===== src/rtl/uart_tx_serializer.sv =====
// Purpose : byte-wide UART transmitter; serialises one latched byte as 8N1 (8E1 with UART_TX_PARITY_EN).
// Latency : tx drops to the start bit on the launch edge; done pulses 10 (11 with parity) bit periods later.
// Backpres: no queueing; a tx_start rise while busy is ignored, and en low aborts the frame without done.
//
// Ports:
//   clk       rising-edge clock
//   rst_n     asynchronous active-low reset
//   en        transmitter enable; low in any active state aborts the frame
//   tx_start  level-held start request; a frame launches on its rising edge in IDLE
//   data_in   byte to send, latched at launch
//   tx        serial line, idle high (registered)
//   busy      high while a frame is in progress (registered)
//   done      one-cycle pulse at the end of the stop bit (registered)
//
// Build option: define UART_TX_PARITY_EN to add an even-parity bit after data bit 7.
module uart_tx_serializer #(
  parameter int CLKS_PER_BIT = 434
) (
  input  logic       clk,
  input  logic       rst_n,
  input  logic       en,
  input  logic       tx_start,
  input  logic [7:0] data_in,
  output logic       tx,
  output logic       busy,
  output logic       done
);

  localparam int TW = $clog2(CLKS_PER_BIT);

`ifdef UART_TX_PARITY_EN
  typedef enum logic [2:0] {IDLE, START, DATA, PARITY, STOP} state_t;
`else
  typedef enum logic [2:0] {IDLE, START, DATA, STOP} state_t;
`endif

  state_t        state_q;
  logic [TW-1:0] timer_q;
  logic [TW-1:0] timer_d;
  logic          bit_end;
  logic          start_q;
  logic [7:0]    shreg_q;
  logic [2:0]    idx_q;
  logic          tx_q;
  logic          busy_q;
  logic          done_q;
`ifdef UART_TX_PARITY_EN
  logic          parity_q;
`endif

  // Bit timer runs 0..CLKS_PER_BIT-1; the last count marks the end of the current bit.
  assign bit_end = (timer_q == TW'(CLKS_PER_BIT - 1));
  assign timer_d = bit_end ? '0 : timer_q + TW'(1);

  always_ff @(posedge clk or negedge rst_n) begin
    if (!rst_n) begin
      state_q  <= IDLE;
      timer_q  <= '0;
      start_q  <= 1'b0;
      shreg_q  <= '0;
      idx_q    <= '0;
      tx_q     <= 1'b1;
      busy_q   <= 1'b0;
      done_q   <= 1'b0;
`ifdef UART_TX_PARITY_EN
      parity_q <= 1'b0;
`endif
    end else begin
      // start_q tracks tx_start every cycle so a level held across done cannot relaunch.
      start_q <= tx_start;
      done_q  <= 1'b0;
      if (state_q != IDLE && !en) begin
        // Abort: drop straight back to idle, line high, no completion pulse.
        state_q <= IDLE;
        timer_q <= '0;
        tx_q    <= 1'b1;
        busy_q  <= 1'b0;
      end else begin
        case (state_q)
          IDLE: begin
            if (en && tx_start && !start_q) begin
              shreg_q  <= data_in;
`ifdef UART_TX_PARITY_EN
              parity_q <= ^data_in;
`endif
              idx_q    <= '0;
              timer_q  <= '0;
              tx_q     <= 1'b0;
              busy_q   <= 1'b1;
              state_q  <= START;
            end
          end
          START: begin
            timer_q <= timer_d;
            if (bit_end) begin
              tx_q    <= shreg_q[0];
              state_q <= DATA;
            end
          end
          DATA: begin
            timer_q <= timer_d;
            if (bit_end) begin
              shreg_q <= {1'b0, shreg_q[7:1]};
              if (idx_q == 3'd7) begin
`ifdef UART_TX_PARITY_EN
                tx_q    <= parity_q;
                state_q <= PARITY;
`else
                tx_q    <= 1'b1;
                state_q <= STOP;
`endif
              end else begin
                // Next bit is shreg_q[1] because the shift lands on this same edge.
                tx_q  <= shreg_q[1];
                idx_q <= idx_q + 3'd1;
              end
            end
          end
`ifdef UART_TX_PARITY_EN
          PARITY: begin
            timer_q <= timer_d;
            if (bit_end) begin
              tx_q    <= 1'b1;
              state_q <= STOP;
            end
          end
`endif
          STOP: begin
            timer_q <= timer_d;
            if (bit_end) begin
              done_q  <= 1'b1;
              busy_q  <= 1'b0;
              state_q <= IDLE;
            end
          end
          default: begin
            state_q <= IDLE;
            timer_q <= '0;
            tx_q    <= 1'b1;
            busy_q  <= 1'b0;
          end
        endcase
      end
    end
  end

  assign tx   = tx_q;
  assign busy = busy_q;
  assign done = done_q;

endmodule


===== config.mk =====
export PLATFORM = sky130hd
export DESIGN_NAME = uart_tx_serializer
export DESIGN_NICKNAME = d
export VERILOG_FILES = /design/src/rtl/uart_tx_serializer.sv
export SDC_FILE = /design/constraint.sdc
export NUM_CORES = 1
export LEC_CHECK = 0
export CORE_ASPECT_RATIO = 1.25
export CORE_UTILIZATION = 45
export DETAILED_ROUTE_END_ITERATION = 8
export GPL_ROUTABILITY_DRIVEN = 0
export GPL_TIMING_DRIVEN = 0
export PLACE_DENSITY = 0.66
export SYNTH_ARGS = -nofsm -noshare
export SYNTH_HDL_FRONTEND = slang
export SYNTH_SLANG_ARGS = --single-unit
export TNS_END_PERCENT = 20

===== constraint.sdc =====
create_clock -name clk -period 2.6 [get_ports clk]
set_input_delay 0.26 -clock clk [delete_from_list [all_inputs] [get_ports clk]]
set_output_delay 0.26 -clock clk [all_outputs]
set_load 0.03 [all_outputs]

==> flow_metrics.py <==
metrics = {
    "drt": {
        "post_drt_wl_per_cell_um": 14.9,
        "drtAntennaViolNets": 0,
        "drc": 0,
        "wirelength_um": 2880,
        "drt-pass1-iter-count": 4,
        "vias": 1096,
        "vias_per_cell": 5.65,
        "drt_iter0_drc": 45,
    },
    "synthesis": {
        "yosys_warnings": 0,
        "syn_area_per_cell_um2": 10.8,
        "synth-edff-count": 0,
        "ys_ff_latch": 26,
        "synth.area.mux_share_pct": 13.0,
        "syn_inst": 139,
        "synthFlopType": "dfrtp_1",
        "synthArstFlopShare_pct": 100,
        "synth-adder-area-share_pct": 7.53,
        "synthSimpleGateAreaFrac_pct": 14.5,
        "synth.cell_area_um2": 1500,
        "synth_compound_area_share_pct": 13.7,
        "yosysUniqueCellTypes": 38,
        "synth_nets": 160,
        "yosysSeqAreaShare_pct": 43.6,
        "synth-xor-area-share_pct": 4.10,
        "synth_top_family_by_area": "simple AND/OR/NAND/NOR gates",
    },
    "critical_path": {
        "r2r_end": "shreg_q[6]",
        "start_kind": "flip-flop",
        "r2r_start": "state_q[0]",
        "worstRegToRegCells": 6,
        "cp.required_ns": 2.76,
        "cp_max_fo": 10,
        "r2r_slack_ns": 0.38,
        "critPathArrivalTime_ns": 2.39,
        "crit_type": "flip-flop to flip-flop",
        "cp-end-kind": "flip-flop",
    },
    "hold_path": {
        "holdPathEnd": "shreg_q[7]",
        "whs_path_depth": 1,
        "min_from": "shreg_q[7]",
        "hold_class": "flip-flop to flip-flop",
    },
    "final_layout": {
        "fillers": 288,
        "final_layout_size_suffix_gt1_share_pct": 14.0,
        "nNetsFinal": 179,
        "final_cell_mix": "dfrtp_1 (25), nor2_1 (14), clkdlybuf4s50_1 (14)",
        "fin_cells": 194,
        "finalCoreUtilization_pct": 54.1,
        "layout_commonest_cell": "dfrtp_1",
        "synthToLayoutAreaGrowth_pct": 15.5,
        "diodes": 0,
    },
    "timing": {
        "final-max-slew-violation-count": 0,
        "rsz0062_at_grt": "false",
        "setup_viol": 0,
        "fin_skew_ns": 0.00628,
        "period_minus_slack_ns": 2.22,
        "tightestPinTransition_ns": 1.16,
        "finalHoldViolCount": 0,
        "fin_crit_sh_pct": 85.5,
        "fin_ws_ns": 0.376,
        "maxSlewHeadroom_pct": 22.1,
        "fmax_ghz": 0.450,
        "tns_ns": 0,
    },
    "clocking": {
        "cts-hold-fix-buffers": 0,
        "clk_pin_slew_ns": 0.09,
        "tritoncts": "built",
        "clock_sinks": 26,
        "clock_latency_ns": 0.27,
        "cts_buffer_depth": 2,
        "cts_post_setup_buffers_inserted": 0,
        "cts_resized": 0,
        "clock-root-buffer": "clkbuf_8",
        "cts_buffers": 3,
        "h-tree-depth": 1,
    },
    "power_and_ir_drop": {
        "p_leak_nw": 0.773,
        "p_per_area_nw_per_um2": 836,
        "vdd_ir_drop_max_v": 0.000517,
        "finalPower_mw": 1.45,
    },
    "floorplanning": {
        "start_util_pct": 46.8,
        "dieArea_um2": 3560,
        "die_h_um": 66.5,
        "ioPinCount": 15,
        "core_area_um2": 3190,
        "die_w_um": 53.6,
        "fp-row-count": 23,
    },
    "place": {
        "place_inst": 190,
        "pre_cts_ws_ns": 0.289,
        "port_buffers": 14,
        "hpwlAfterDp_um": 2120,
    },
    "flow_run": {
        "drv_cap": 0,
    },
    "global_routing": {
        "grt_overflow": 0,
        "grt_pass1_vias": 1143,
        "top_usage_layer": "met2",
        "grt_use_met1_pct": 23.7,
        "grt_max_degree": 27,
        "grt_util_met3_pct": 3.20,
        "track_usage_pct": 19.6,
        "antenna_found_initial": 0,
        "use_met2_pct": 34.4,
        "grt_pass1_wl_um": 5130,
    },
    "outcome": {
        "outcome": "complete, no violations",
    },
}
layout make-up:
class	instances	area (µm²)	area share, %
Multi-Input combinational cell	101	791	45.8
Sequential cell	26	652	37.7
Timing Repair Buffer	14	140	8.11
Tap cell	37	46.3	2.68
Clock buffer	4	45.0	2.61
Buffer	5	27.5	1.59
Inverter	7	26.3	1.52
cells in the mapped netlist (2+ instances only):
| master | count | area share, % |
|---|---|---|
| a211oi_1 | 4 | 2.0 |
| a21o_1 | 2 | 1.0 |
| a21oi_1 | 5 | 1.7 |
| a221o_1 | 3 | 2.0 |
| a221oi_1 | 2 | 1.2 |
| and2_1 | 2 | 0.84 |
| and3_1 | 3 | 1.3 |
| clkbuf_1 | 3 | 0.75 |
| dfrtp_1 | 25 | 42 |
| ha_1 | 9 | 7.5 |
| inv_1 | 7 | 1.8 |
| mux2_2 | 8 | 6.0 |
| mux2_4 | 7 | 7.0 |
| nand2_1 | 6 | 1.5 |
| nand3_1 | 3 | 1.0 |
| nand4_1 | 2 | 0.84 |
| nor2_1 | 14 | 3.5 |
| nor2b_1 | 3 | 1.3 |
| nor3b_1 | 2 | 1.0 |
| o21ai_0 | 5 | 1.7 |
| or3_1 | 2 | 0.84 |
| xnor2_1 | 6 | 3.5 |
sequential cells by signal (all words and copies together) (netlist names):
signal / flops
timer_q: 9
shreg_q: 8
idx_q: 3
state_q: 2
busy: 1
done: 1
start_q: 1
tx: 1
routing by layer:
| metal | vias up | share of wire (%) |
|---|---|---|
| li1 | 533 | - |
| met1 | 542 | 43 |
| met2 | 19 | 53 |
| met3 | 2 | 2.9 |
| met4 | 0 | 0.73 |
| met5 | - | 0 |
worst max-delay path by stage:
stage	start	endpoint	slack, ns	cells after the start
after floorplan	timer_q[6]	shreg_q[0]	0.59	6
after global placement	en	shreg_q[2]	0.31	6
after detailed placement	en	shreg_q[4]	0.29	6
after CTS	state_q[0]	shreg_q[6]	0.35	6
after global routing	state_q[0]	shreg_q[6]	0.21	6
final	state_q[0]	shreg_q[6]	0.38	6
worst max-delay path: stages (launching register included):
cell and delay, ns:
dfrtp_1 0.42, inv_1 0.12, ha_1 0.20, clkbuf_1 0.38, clkbuf_1 0.35, mux2_2 0.38, mux2_4 0.26
per-stage QoR:
stage | area (µm²) | hold WS, ns
floorplan | 1500 | -0.0356
global placement | 1680 | 0.459
detailed placement | 1680 | 0.478
CTS | 1730 | 0.486
global route | 1730 | 0.492
finish | 1730 | 0.495
cells by family after synthesis:
family / Yosys count
AOI/OAI and AO/OA: 29
DFF: 26
xor gates and xnor gates: 7
and+or+nand+nor: 41
muxes: 15
buffers and inverters: 12
adders and majority gates: 9
where the power goes:
group	internal, mW	total (mW)	switching (mW)
sequential	0.517	0.608	0.0917
combinational	0.296	0.601	0.305
clock	0.110	0.235	0.126
total	0.922	1.45	0.523
Note: power is estimated with default switching activity, not from simulation.
